$ cat src/rtl/dsp_mac_seq_if.sv
// Operand-in and result-out handshake bundle for the sequential DSP MAC.
interface dsp_mac_seq_if;
    localparam int unsigned OP_W  = 18;
    localparam int unsigned ACC_W = 48;

    logic                    in_valid;
    logic                    in_ready;
    logic signed [OP_W-1:0]  in_a;
    logic signed [OP_W-1:0]  in_b;
    logic                    res_valid;
    logic                    res_ready;
    logic signed [ACC_W-1:0] res_data;

    modport master (
        output in_valid, in_a, in_b, res_ready,
        input  in_ready, res_valid, res_data
    );

    modport slave (
        input  in_valid, in_a, in_b, res_ready,
        output in_ready, res_valid, res_data
    );
endinterface

$ cat src/rtl/dsp_mac_seq.sv
// Sequences a signed multiply-accumulate job through an external DSP slice
// (A1/B1, MREG, OPMODEREG, PREG) and returns the 48-bit sum of products.
module dsp_mac_seq #(
    parameter int unsigned LEN_W    = 8,
    parameter int unsigned PIPE_LAT = 3
) (
    input  logic                clk,
    input  logic                rst,
    input  logic                start,
    input  logic [LEN_W-1:0]    len,
    dsp_mac_seq_if.slave        bus,
    output logic signed [17:0]  dsp_a,
    output logic signed [17:0]  dsp_b,
    output logic [7:0]          dsp_opmode,
    output logic                dsp_cea,
    output logic                dsp_ceb,
    output logic                dsp_cem,
    output logic                dsp_cep,
    output logic                dsp_rstp,
    input  logic signed [47:0]  dsp_p,
    output logic                busy
);
    localparam int unsigned SR_W = PIPE_LAT - 1;
    localparam int unsigned DR_W = (SR_W > 1) ? $clog2(SR_W) : 1;
    localparam logic [7:0]  OPM_FIRST = 8'h01;
    localparam logic [7:0]  OPM_ACC   = 8'h09;

    typedef enum logic [1:0] {IDLE, LOAD, DRAIN, DONE} state_t;

    state_t             state_q, state_d;
    logic [LEN_W-1:0]   len_q, cnt_q;
    logic [DR_W-1:0]    drain_q;
    logic [SR_W-1:0]    vld_sr;
    logic               in_ready_q, res_valid_q, busy_q, cap_q, rstp_q;
    logic [7:0]         opmode_q;
    logic signed [47:0] res_q;
    logic               accept, last_term, drain_end;

    assign accept    = bus.in_valid & in_ready_q;
    assign last_term = (cnt_q == (len_q - LEN_W'(1)));
    assign drain_end = (drain_q == DR_W'(SR_W - 1));

    // Operands and A/B enables go straight to the DSP input registers on accept.
    assign dsp_a   = accept ? bus.in_a : '0;
    assign dsp_b   = accept ? bus.in_b : '0;
    assign dsp_cea = accept;
    assign dsp_ceb = accept;
    assign dsp_cem = vld_sr[0];
    assign dsp_cep = vld_sr[SR_W-1];

    assign dsp_opmode    = opmode_q;
    assign dsp_rstp      = rstp_q;
    assign busy          = busy_q;
    assign bus.in_ready  = in_ready_q;
    assign bus.res_valid = res_valid_q;
    // P is first valid in the cycle DONE is entered; pass it through then and hold the copy after.
    assign bus.res_data  = cap_q ? dsp_p : res_q;

    // State register.
    always_ff @(posedge clk) begin
        if (!rst) begin
            state_q <= IDLE;
        end else begin
            state_q <= state_d;
        end
    end

    // Next-state logic.
    always_comb begin
        state_d = state_q;
        case (state_q)
            IDLE: begin
                if (start) begin
                    state_d = (len != '0) ? LOAD : DONE;
                end
            end
            LOAD: begin
                if (accept && last_term) begin
                    state_d = DRAIN;
                end
            end
            DRAIN: begin
                if (drain_end) begin
                    state_d = DONE;
                end
            end
            DONE: begin
                if (res_valid_q && bus.res_ready) begin
                    state_d = IDLE;
                end
            end
            default: state_d = IDLE;
        endcase
    end

    // Job bookkeeping, pipeline tags and registered status outputs.
    always_ff @(posedge clk) begin
        if (!rst) begin
            len_q       <= '0;
            cnt_q       <= '0;
            drain_q     <= '0;
            vld_sr      <= '0;
            in_ready_q  <= 1'b0;
            res_valid_q <= 1'b0;
            busy_q      <= 1'b0;
            cap_q       <= 1'b0;
            opmode_q    <= 8'h00;
            res_q       <= '0;
        end else begin
            in_ready_q  <= (state_d == LOAD);
            res_valid_q <= (state_d == DONE);
            busy_q      <= (state_d != IDLE);
            cap_q       <= (state_q == DRAIN) && (state_d == DONE);
            vld_sr      <= {vld_sr[SR_W-2:0], accept};
            drain_q     <= (state_q == DRAIN) ? drain_q + DR_W'(1) : '0;
            if ((state_q == IDLE) && start) begin
                len_q <= len;
                cnt_q <= '0;
                res_q <= '0;
            end
            if (accept) begin
                cnt_q    <= cnt_q + LEN_W'(1);
                opmode_q <= (cnt_q == '0) ? OPM_FIRST : OPM_ACC;
            end
            if (cap_q) begin
                res_q <= dsp_p;
            end
        end
    end

    // DSP P-register reset: covers reset and the first cycle after release.
    always_ff @(posedge clk) begin
        rstp_q <= !rst;
    end
endmodule

$ cat src/flat_wrapper.sv
// flat-port wrapper written by rule: the top's interface ports become plain ports
module dsp_mac_seq_flat 
#(
    parameter int unsigned LEN_W    = 8,
    parameter int unsigned PIPE_LAT = 3
)
  (clk, rst, start, len, dsp_a, dsp_b, dsp_opmode, dsp_cea, dsp_ceb, dsp_cem, dsp_cep, dsp_rstp, dsp_p, busy, bus_in_valid, bus_in_a, bus_in_b, bus_res_ready, bus_in_ready, bus_res_valid, bus_res_data);
  dsp_mac_seq_if bus_i ();
  input  logic clk;
  input  logic rst;
  input  logic start;
  input  logic [LEN_W-1:0] len;
  output logic signed [17:0] dsp_a;
  output logic signed [17:0] dsp_b;
  output logic [7:0] dsp_opmode;
  output logic dsp_cea;
  output logic dsp_ceb;
  output logic dsp_cem;
  output logic dsp_cep;
  output logic dsp_rstp;
  input  logic signed [47:0] dsp_p;
  output logic busy;
  input wire logic [$bits(bus_i.in_valid)-1:0] bus_in_valid;
  input wire logic [$bits(bus_i.in_a)-1:0] bus_in_a;
  input wire logic [$bits(bus_i.in_b)-1:0] bus_in_b;
  input wire logic [$bits(bus_i.res_ready)-1:0] bus_res_ready;
  output wire logic [$bits(bus_i.in_ready)-1:0] bus_in_ready;
  output wire logic [$bits(bus_i.res_valid)-1:0] bus_res_valid;
  output wire logic [$bits(bus_i.res_data)-1:0] bus_res_data;
  assign bus_i.in_valid = bus_in_valid;
  assign bus_i.in_a = bus_in_a;
  assign bus_i.in_b = bus_in_b;
  assign bus_i.res_ready = bus_res_ready;
  assign bus_in_ready = bus_i.in_ready;
  assign bus_res_valid = bus_i.res_valid;
  assign bus_res_data = bus_i.res_data;
  dsp_mac_seq #(.LEN_W(LEN_W), .PIPE_LAT(PIPE_LAT)) u_core (.clk(clk), .rst(rst), .start(start), .len(len), .bus(bus_i), .dsp_a(dsp_a), .dsp_b(dsp_b), .dsp_opmode(dsp_opmode), .dsp_cea(dsp_cea), .dsp_ceb(dsp_ceb), .dsp_cem(dsp_cem), .dsp_cep(dsp_cep), .dsp_rstp(dsp_rstp), .dsp_p(dsp_p), .busy(busy));
endmodule
$ cat config.mk
export PLATFORM = sky130hd
export DESIGN_NAME = dsp_mac_seq_flat
export DESIGN_NICKNAME = d
export VERILOG_FILES = /design/src/rtl/dsp_mac_seq_if.sv /design/src/rtl/dsp_mac_seq.sv /design/src/flat_wrapper.sv
export SDC_FILE = /design/constraint.sdc
export NUM_CORES = 1
export LEC_CHECK = 0
export CORE_ASPECT_RATIO = 1.25
export CORE_MARGIN = 1.5
export CORE_UTILIZATION = 43
export DETAILED_ROUTE_END_ITERATION = 6
export PLACE_DENSITY = 0.88
export SLEW_MARGIN = 0
export SYNTH_ARGS = -nofsm -noshare
export SYNTH_HDL_FRONTEND = slang
export SYNTH_SLANG_ARGS = --single-unit
$ cat constraint.sdc
create_clock -name clk -period 4.7 [get_ports clk]
set_clock_uncertainty 0.15 [all_clocks]
set_input_delay 0.705 -clock clk [delete_from_list [all_inputs] [get_ports clk]]
set_output_delay 0.705 -clock clk [all_outputs]
set_load 0.03 [all_outputs]
**Yosys cells after proc, flatten, opt, wreduce, memory -nomap -nowiden**

Cells that the tools add are included.

- Flip-flop bits (word level): 82
- Bits of input ports: 97
- Output and inout port bits: 100
- Word-level logic and storage cells: 48

- Add/subtract/negate cells: 3
- Eq/ne operators: 6
- Multiplexer cells: 14
- Bitwise logic cells: 1
- Reduce and logical (&&, ||, !) cells: 12

Operators by type and width:

| operator | number |
|---|---|
| 48-bit two-way mux | 3 |
| 18-bit two-way mux | 2 |
| 8-bit two-way mux | 2 |
| 2-bit two-way mux | 5 |
| 8-bit by 1-bit adder with 8-bit output, second input constant | 1 |
| 8-bit equality test | 1 |
| 8-bit zero test | 1 |
| 2-bit case mux with 4 select lines | 1 |
| 8-bit nonzero test | 1 |
| 8-bit by 1-bit subtractor with 8-bit output, second input constant | 1 |
| 2-bit equality test, second input constant | 3 |
| 2-bit nonzero test | 3 |
| 2-bit by 1-bit equality test with 1-bit output, second input constant | 2 |
| 1-bit logical AND | 4 |
| 4-bit two-way mux | 1 |
| 2-bit zero test | 1 |
| 2-bit AND reduction | 1 |
| 1-bit adder, second input constant | 1 |
| 1-bit AND | 1 |
| 1-bit zero test | 1 |

**Depth between registers and ports, before layout**

Gate-level depths: netlist of run 1.

- Depth in word-level cells: 7
- Depth in mapped cells: 9
- Mapped depth without buffers: 8

**Worst setup path before layout of run 1**

No wires, ideal clock.

- Path type: input to output
- From: input bus_in_valid
- To: output dsp_ceb
- Arrival time: 1619 ps
- Data required time: 3845 ps
- Setup slack: 2226 ps
- Cell stages on the path: 5
- Buffers on the path: 3
- Cell sequence: clkbuf_1 nand2_1 inv_2 buf_2 buf_4

- Cells in the longest elaborated chain, start to end: 1

Ends and longest elaborated chain:

| item | RTL line | text |
|---|---|---|
| start: declaration | flat_wrapper.sv:23 | `input wire logic [$bits(bus_i.in_valid)-1:0] bus_in_valid;` |
| 1-bit AND | dsp_mac_seq.sv:39 | `assign accept = bus.in_valid & in_ready_q;` |
| end: declaration | flat_wrapper.sv:17 | `output logic dsp_ceb;` |

No other way between the ends.

**Worst setup path after layout of run 1**

- From: register u_core.cap_q
- To: output bus_res_data[24]

- Cells in the longest elaborated chain, start to end: 1

Ends and longest elaborated chain:

| item | RTL line | text |
|---|---|---|
| start: declaration | dsp_mac_seq.sv:34 | `logic in_ready_q, res_valid_q, busy_q, cap_q, rstp_q;` |
| start signal: assignment | dsp_mac_seq.sv:113 | `cap_q <= (state_q == DRAIN) && (state_d == DONE);` |
| 48-bit two-way mux | dsp_mac_seq.sv:57 | `assign bus.res_data = cap_q ? dsp_p : res_q;` |
| end: declaration | flat_wrapper.sv:29 | `output wire logic [$bits(bus_i.res_data)-1:0] bus_res_data;` |

No other way between the ends.

==> results.json, run 1 <==
{
  "post_cts_buffers": 0,
  "die_h_um": 108,
  "combPwrFrac": 0.175,
  "htreeDepth": 3,
  "cts_resized": 0,
  "synth.distinct_cells": 48,
  "synth-seq-area-share": 0.401,
  "place_area_um2": 5700,
  "syn_area_per_cell_um2": 7.12,
  "finalInstanceArea_um2": 5890,
  "cp_max_fo": 56,
  "drv_cap": 0,
  "slew_headroom": 0.261,
  "wire_per_inst_um": 13.4,
  "gp_congestion": 0.828,
  "area_growth_pct": 55.0,
  "grt_use_met2": 0.406,
  "async_reset_ff_frac": 0,
  "maxSlewViolCount": 0,
  "pin_count": 197,
  "die_area_um2": 9400,
  "rows": 38,
  "seqPwrFrac": 0.484,
  "num_vias": 4062,
  "synthMostInstantiatedCell": "nand2_1",
  "yosysTopAreaCell": "dfxtp_1",
  "syn_area_um2": 3800,
  "hold_class": "reg -> reg",
  "critPathSlowestCell": "dfxtp_2",
  "worst_ep_required_time_ns": 3.85,
  "yosysWarnings": 0,
  "dieWidth_um": 87.0,
  "antenna_cells": 0,
  "arrival_ns": 2.73,
  "core_um2": 8610,
  "fin_nets": 798,
  "end_kind": "output port",
  "holdBufCountCts": 0,
  "grt_pass1_wl_mm": 17.8,
  "cpPeakStageDelay_ns": 0.93,
  "globalRouteTotalUtil": 0.234,
  "clk_path_buf_depth": 2,
  "cts_sinks": 76,
  "antenna_found_initial": 0,
  "powerDensity_nw_per_um2": 232,
  "min_from": "u_core.res_q[6]$_SDFFE_PN0P_",
  "grt_use_met1": 0.285,
  "hold_viol": 0,
  "p_clk_frac": 0.341,
  "period_share": 0.762,
  "drcViolationCount": 0,
  "synth_edf_count": 0,
  "ant_nets": 0,
  "p_sw_mw": 0.350,
  "worst_pin_slew_ns": 1.11,
  "grt_max_degree": 67,
  "synth_seq_cells": 76,
  "clockRootBuffer": "clkbuf_8",
  "r2r_slack_ns": 2.31,
  "start_kind": "flop",
  "dp.final_hpwl_mm": 8.20,
  "seq_area_um2": 1520,
  "clock_latency_ns": 0.34,
  "grt_pass1_vias": 3805,
  "drtIter0Drc": 266,
  "rsz0062_at_grt": "false",
  "vias_per_cell": 4.94,
  "r2r-start": "u_core.len_q[0]$_SDFFE_PN0P_",
  "yosys-top-cells-area": "dfxtp_1 (40%), nand2_1 (12%), a21oi_1 (8.4%)",
  "io_buffers": 190,
  "overflow": 0,
  "fin_setup_tns_ns": 0,
  "criticalPathCategory": "reg -> out",
  "start_util": 0.441,
  "cts_buffers": 9,
  "fmax_mhz": 279,
  "drive_above_1_share": 0.0442,
  "dr.pass1.iters": 5,
  "fin_crit_ns": 3.58,
  "p_int_mw": 1.02,
  "total_leakage_power_nw": 2.16,
  "synth_top_area_frac": 0.401,
  "use_met3": 0.0298,
  "multi_input_area_um2": 1890,
  "synth_top_flop_cell": "dfxtp_1",
  "ir_worst_vdd_mv": 0.164,
  "clkTransAtPathRegs_ns": 0.07,
  "wl_mm": 11.0,
  "setup_viol": 0,
  "switching_share": 0.256,
  "top_usage_layer": "met2",
  "syn_inst": 533,
  "n_fill_cell": 763,
  "synthTopCellsByCount": "nand2_1 (121), dfxtp_1 (76), a21oi_1 (64)",
  "cts_tree": "done",
  "crit_start": "u_core.cap_q$_SDFF_PN0_",
  "outcome": "completed",
  "path_cells": "buf_4 > nand2_1 > o21ai_0 > clkdlybuf4s50_1"
}
[metal layers]
layer / vias up / routed length (um)
met5: - / 0
met4: 0 / 380
met3: 28 / 451
met2: 109 / 5710
met1: 1857 / 4510
li1: 2068 / -
[cells by family after synthesis]
kind of cell,share of synthesized area
compound gates,0.197
xor+xnor,0.0231
fa+ha+maj,0.00989
buf+inv,0.107
flops,0.401
mux,0.00593
other cells,0.000988
simple gates,0.254
[power by group through the flow]
stage | clock network, mW | logic [mW] | registers, mW
after floorplan | 0 | 0.111 | 0.680
after global placement | 0 | 0.233 | 0.675
after detailed placement | 0 | 0.238 | 0.676
after CTS | 0.476 | 0.240 | 0.661
after global routing | 0.506 | 0.256 | 0.662
final | 0.466 | 0.239 | 0.661
[sequential cells by signal, summed over array words and instances, names as in the netlist, 2 cells and up]
register           cells
u_core.len_q           8
u_core.dsp_opmode      2
u_core.vld_sr          2
u_core.res_q          48
u_core.cnt_q           8
u_core.state_q         2
[metrics by stage]
stage / std cells / setup WS, ns / utilization / power [mW] / hold slack, ns
global placement: 807 / 1.32 / 0.663 / 0.908 / 0.291
CTS: 822 / 1.12 / 0.684 / 1.38 / 0.308
floorplan: 538 / 2.23 / - / 0.791 / 0.286
finish: 822 / 1.12 / 0.684 / 1.37 / 0.304
global route: 822 / 0.932 / 0.684 / 1.42 / 0.318
detailed placement: 807 / 1.28 / 0.663 / 0.914 / 0.297
[path summary, 6_finish.rpt]
| check | endpoint | depth (start not counted) |
|---|---|---|
| worst min register to register | u_core.res_q[6]$_SDFFE_PN0P_ | 2 |
| worst min-delay path | u_core.res_q[6]$_SDFFE_PN0P_ | 2 |
| worst max-delay path | bus_res_data[24] | 4 |
| worst max register to register | u_core.busy$_SDFF_PN0_ | 8 |
[layout by cell type, fill, tap and decap left out, types with 2 or more instances in the layout]
cell type        count
and2_1               3
a21oi_1             64
a31oi_1              3
clkbuf_8             9
buf_4                4
nor4b_1              2
nor3_1               4
ha_1                 3
nand2_1            121
nor2_1              15
conb_1               6
nor2b_1              4
nand4b_1             2
inv_2                2
nand3_1              5
nor4_1               2
mux2_2               2
a31o_1               2
inv_1               53
xnor2_1              6
clkdlybuf4s50_1    190
and3_1              39
xor2_1               4
dfxtp_1             75
clkinv_2             3
o21ai_0             52
[cell type report]
cell class	instances	area share
multi-input cells	362	0.322
well taps	120	0.0255
flip-flops and latches	76	0.259
inverters	55	0.0351
clock buffers	10	0.0217
clock inverters	5	0.00914
repair buffers	194	0.328
[worst max-delay path: cells and delay by family, from the launching register on]
family / cells / cell delay, ns
AO/OA/AOI/OAI: 1 / 0.11
flip-flops: 1 / 0.93
AND/OR/NAND/NOR: 1 / 0.12
buffers and inverters: 2 / 1.22
(Power assumes the default switching activity.)
==> run 2, diff against run 1 <==
Settings changed: CORE_UTILIZATION 43 to 36, PLACE_DENSITY 0.88 to 0.79.
Clock period 4.7 ns to 3.2 ns, I/O delays scaled along.
==> results.json, run 2 (synthesis gave the netlist of run 1 again) <==
{
  "area_growth_pct": 59.4,
  "cp_top_family": "buffers and inverters",
  "cts_sinks": 76,
  "setup_viol": 0,
  "worstHoldPathCells": 2,
  "clock_latency_ns": 0.32,
  "r2r-start": "u_core.bus.in_ready$_SDFF_PN0_",
  "outcome": "completed",
  "overflow": 0,
  "total_leakage_power_nw": 2.24,
  "vias_per_cell": 4.88,
  "io_buffers": 190,
  "grt_pass1_wl_mm": 18.1,
  "cpPeakStageDelay_ns": 0.71,
  "drcViolationCount": 0,
  "critPathSlowestCell": "dfxtp_1",
  "maxSlewViolCount": 0,
  "dp.final_hpwl_mm": 8.29,
  "worst_ep_required_time_ns": 2.57,
  "largest_reg_flops": 48,
  "die_h_um": 118,
  "rsz0062_at_grt": "false",
  "dieWidth_um": 94.8,
  "criticalPathCategory": "reg -> out",
  "globalRouteTotalUtil": 0.198,
  "grt_pass1_vias": 3988,
  "ir_worst_vdd_mv": 0.268,
  "finalInstanceArea_um2": 6050,
  "wl_mm": 11.1,
  "powerDensity_nw_per_um2": 406,
  "place_area_um2": 5720,
  "rr_endpoint": "u_core.cnt_q[5]$_SDFFE_PN0P_",
  "cp.buffers_inverters": 2,
  "period_share": 0.878,
  "rr_worst_depth": 7,
  "end_kind": "output port",
  "cts_tree": "done",
  "fin_crit_ns": 2.81,
  "htreeDepth": 3,
  "antenna_found_initial": 0,
  "min_from": "u_core.res_q[23]$_SDFFE_PN0P_",
  "hold_class": "reg -> reg",
  "dr.pass1.iters": 4,
  "wire_per_inst_um": 13.3,
  "drv_cap": 0,
  "final_common_cell": "clkdlybuf4s50_1",
  "die_area_um2": 11200,
  "hold_viol": 0,
  "start_util": 0.374,
  "n_fill_cell": 929,
  "fin_nets": 799,
  "core_um2": 10200,
  "fmax_mhz": 356,
  "clk_path_buf_depth": 2,
  "clockRootBuffer": "clkbuf_16",
  "top_register": "u_core.res_q",
  "pin_count": 197,
  "cp_max_fo": 24,
  "most-common-layout-cells": "clkdlybuf4s50_1 (188), nand2_1 (121), dfxtp_1 (75)",
  "num_vias": 4065,
  "start_kind": "flop",
  "drive_above_1_share": 0.0483,
  "clkTransAtPathRegs_ns": 0.06,
  "grt_max_degree": 67,
  "slew_headroom": 0.264,
  "cts_buffers": 9,
  "worst_pin_slew_ns": 1.10,
  "fin_setup_tns_ns": 0,
  "path_cells": "buf_4 > and3_1 > clkdlybuf4s50_1",
  "gp_congestion": 0.825,
  "cts_resized": 0,
  "antenna_cells": 0,
  "drtIter0Drc": 222,
  "ant_nets": 0,
  "min_to": "u_core.res_q[23]$_SDFFE_PN0P_",
  "rows": 41,
  "post_cts_buffers": 0,
  "reg.largest.list": "u_core.res_q: 48 flops, u_core.cnt_q: 8 flops, u_core.len_q: 8 flops",
  "r2r_slack_ns": 0.78,
  "arrival_ns": 2.18,
  "holdBufCountCts": 0
}
==> run 2: cell types whose count changed in the layout (fill, tap and decap cells not counted) <==
cell	previous run	this run
bufinv_16	1	3
clkinv_4	1	0
clkinv_2	3	2
clkbuf_1	1	2
clkdlybuf4s50_1	190	188
clkbuf_16	0	9
buf_4	4	7
clkbuf_8	9	0
==> run 2: cell type report <==
| type | instances | area (um^2) | area share |
|---|---|---|---|
| Clock buffer | 11 | 233 | 0.0385 |
| Tap cell | 129 | 161 | 0.0267 |
| Multi-Input combinational cell | 362 | 1890 | 0.313 |
| Clock inverter | 5 | 100 | 0.0165 |
| Timing Repair Buffer | 195 | 1930 | 0.320 |
| Inverter | 55 | 206 | 0.0341 |
| Sequential cell | 76 | 1520 | 0.252 |
==> run 2: worst register-to-register path, delay by kind of cell, from the launching register on <==
kind / cells / cell delay, ns
simple gates: 5 / 0.90
mux: 1 / 0.35
flops: 1 / 0.71
buf+inv: 1 / 0.25
==> run 2: through the flow <==
stage	util	instances	hold WS, ns	power, mW	setup WS [ns]
after CTS	0.596	833	0.306	2.48	0.400
after global placement	0.563	817	0.292	1.34	0.495
after detailed placement	0.563	817	0.298	1.35	0.385
final	0.596	833	0.303	2.45	0.390
after floorplan	-	538	0.286	1.16	0.905
after global routing	0.596	833	0.324	2.54	0.277
==> run 2: worst max path at each step <==
stage                                              start                             to  slack (ns)  depth (start not counted)
after floorplan           u_core.bus.in_ready$_SDFF_PN0_         u_core.busy$_SDFF_PN0_        0.91                          8
after global placement                             start  u_core.res_q[14]$_SDFFE_PN0P_        0.50                          6
after detailed placement                    bus_in_valid   u_core.cnt_q[5]$_SDFFE_PN0P_        0.38                          9
after CTS                 u_core.bus.in_ready$_SDFF_PN0_                       dsp_a[9]        0.40                          3
after global routing      u_core.bus.in_ready$_SDFF_PN0_                       dsp_a[9]        0.28                          3
final                     u_core.bus.in_ready$_SDFF_PN0_                       dsp_a[9]        0.39                          3
==> run 2: power breakdown <==
| part | switching, mW | internal, mW | total (mW) | leakage, nW |
|---|---|---|---|---|
| clock network | 0.367 | 0.759 | 1.13 | 0.163 |
| registers | 0.0192 | 0.959 | 0.978 | 0.616 |
| logic | 0.168 | 0.181 | 0.349 | 1.46 |
| total | 0.554 | 1.90 | 2.45 | 2.24 |
==> run 2: routing by layer <==
| metal | up-vias | part of all wire | track usage |
|---|---|---|---|
| met5 | - | 0 | 0 |
| met3 | 13 | 0.057 | 0.0349 |
| met2 | 128 | 0.52 | 0.354 |
| met1 | 1854 | 0.42 | 0.233 |
| li1 | 2070 | - | - |
| met4 | 0 | 0.0095 | 0.0625 |
==> run 3, diff against run 2 <==
Settings changed: SLEW_MARGIN 0 to 20.
==> results.json, run 3 (synthesis gave the netlist of run 1 again) <==
{
  "grt_use_met2": 0.354,
  "die_h_um": 118,
  "largest_reg_flops": 48,
  "vias_per_cell": 4.86,
  "num_vias": 4049,
  "p_sw_mw": 0.554,
  "clk_path_buf_depth": 2,
  "end_kind": "output port",
  "die_area_um2": 11200,
  "fin_crit_ns": 2.81,
  "fin_nets": 799,
  "final_common_cell": "clkdlybuf4s50_1",
  "start_kind": "flop",
  "rsz0062_at_grt": "false",
  "antenna_cells": 0,
  "reg.largest.list": "u_core.res_q: 48 flops, u_core.cnt_q: 8 flops, u_core.len_q: 8 flops",
  "start_util": 0.374,
  "drtIter0Drc": 215,
  "fin_setup_tns_ns": 0,
  "overflow": 0,
  "htreeDepth": 3,
  "p_clk_frac": 0.459,
  "io_buffers": 190,
  "clockRootBuffer": "clkbuf_16",
  "postLayoutCoreUtil": 0.596,
  "area_growth_pct": 59.4,
  "slew_headroom": 0.321,
  "drv_cap": 0,
  "seqPwrFrac": 0.399,
  "powerDensity_nw_per_um2": 405,
  "gp_congestion": 0.825,
  "setup_ws_ns": 0.387,
  "use_met3": 0.0349,
  "p_int_mw": 1.90,
  "dr.pass1.iters": 4,
  "cts_tree": "done",
  "wire_per_inst_um": 13.3,
  "hold_class": "reg -> reg",
  "rows": 41,
  "holdBufCountCts": 0,
  "post_cts_buffers": 0,
  "drcViolationCount": 0,
  "drive_above_1_share": 0.0483,
  "ir_worst_vdd_mv": 0.267,
  "switching_share": 0.226,
  "cts_resized": 0,
  "arrival_ns": 2.18,
  "period_share": 0.879,
  "cts_buffers": 9,
  "outcome": "completed",
  "worst_ep_required_time_ns": 2.57,
  "grt_max_degree": 67,
  "grt_use_met1": 0.233,
  "total_leakage_power_nw": 2.24,
  "globalRouteTotalUtil": 0.198,
  "cts_sinks": 76,
  "setup_viol": 0,
  "maxSlewViolCount": 0,
  "worst_pin_slew_ns": 1.02,
  "ant_nets": 0,
  "grt_pass1_wl_mm": 18.1,
  "top_register": "u_core.res_q",
  "pin_count": 197,
  "dpl_worst_slack_ns": 0.385,
  "cp_max_fo": 24,
  "hold_viol": 0,
  "grt_pass1_vias": 3988,
  "fmax_mhz": 356,
  "core_um2": 10200,
  "most-common-layout-cells": "clkdlybuf4s50_1 (188), nand2_1 (121), dfxtp_1 (75)",
  "criticalPathCategory": "reg -> out",
  "combPwrFrac": 0.142,
  "wl_mm": 11.1,
  "antenna_found_initial": 0,
  "clock_latency_ns": 0.32,
  "dp.final_hpwl_mm": 8.29,
  "top_usage_layer": "met2",
  "dieWidth_um": 94.8,
  "clkTransAtPathRegs_ns": 0.06
}
## run 3: cell count changes in the layout (fill, tap and decap cells not counted), sizes merged
cell / before / now
clkinv: 2 / 3
inv: 55 / 54
## run 3: area by class of cell
| type | instances | area, um^2 |
|---|---|---|
| Clock buffer | 11 | 233 |
| Clock inverter | 5 | 100 |
| Fill cell | 930 | 4110 |
| Inverter | 55 | 208 |
| Multi-Input combinational cell | 362 | 1890 |
| Sequential cell | 76 | 1520 |
| Tap cell | 129 | 161 |
| Timing Repair Buffer | 195 | 1930 |
## run 3: stage by stage
step / instances / hold WS (ns) / total power, mW / instance area, um^2
6_report: 833 / 0.304 / 2.45 / 6050
5_1_grt: 833 / 0.324 / 2.54 / 6050
4_1_cts: 833 / 0.306 / 2.48 / 6050
3_5_place_dp: 817 / 0.298 / 1.35 / 5720
3_3_place_gp: 817 / 0.292 / 1.34 / 5720
2_1_floorplan: 538 / 0.286 / 1.16 / 3810
## run 3: path summary, 6_finish.rpt
path,from,to,slack (ns),cells after the start
max,u_core.bus.in_ready$_SDFF_PN0_,dsp_a[9],0.39,3
min,u_core.res_q[23]$_SDFFE_PN0P_,u_core.res_q[23]$_SDFFE_PN0P_,0.30,2
max reg2reg,u_core.bus.in_ready$_SDFF_PN0_,u_core.cnt_q[5]$_SDFFE_PN0P_,0.78,7
min reg2reg,u_core.res_q[23]$_SDFFE_PN0P_,u_core.res_q[23]$_SDFFE_PN0P_,0.30,2
## run 3: per-layer routing
metal / wire length (um) / vias to the layer above
li1: - / 2072
met1: 4640 / 1842
met2: 5720 / 122
met3: 622 / 13
met4: 105 / 0
met5: 0 / -
## run 3: worst max-delay path, cell delays in order (launching register included)
cell	delay [ns]
dfxtp_1	0.71
buf_4	0.29
and3_1	0.18
clkdlybuf4s50_1	0.68
## run 3: power groups by stage
stage                     sequential [mW]  combinational, mW  clock (mW)
after global routing                0.980              0.373        1.19
after detailed placement            0.997              0.348           0
after CTS                           0.977              0.350        1.15
after global placement              0.996              0.342           0
final                               0.978              0.348        1.13
after floorplan                     0.999              0.163           0
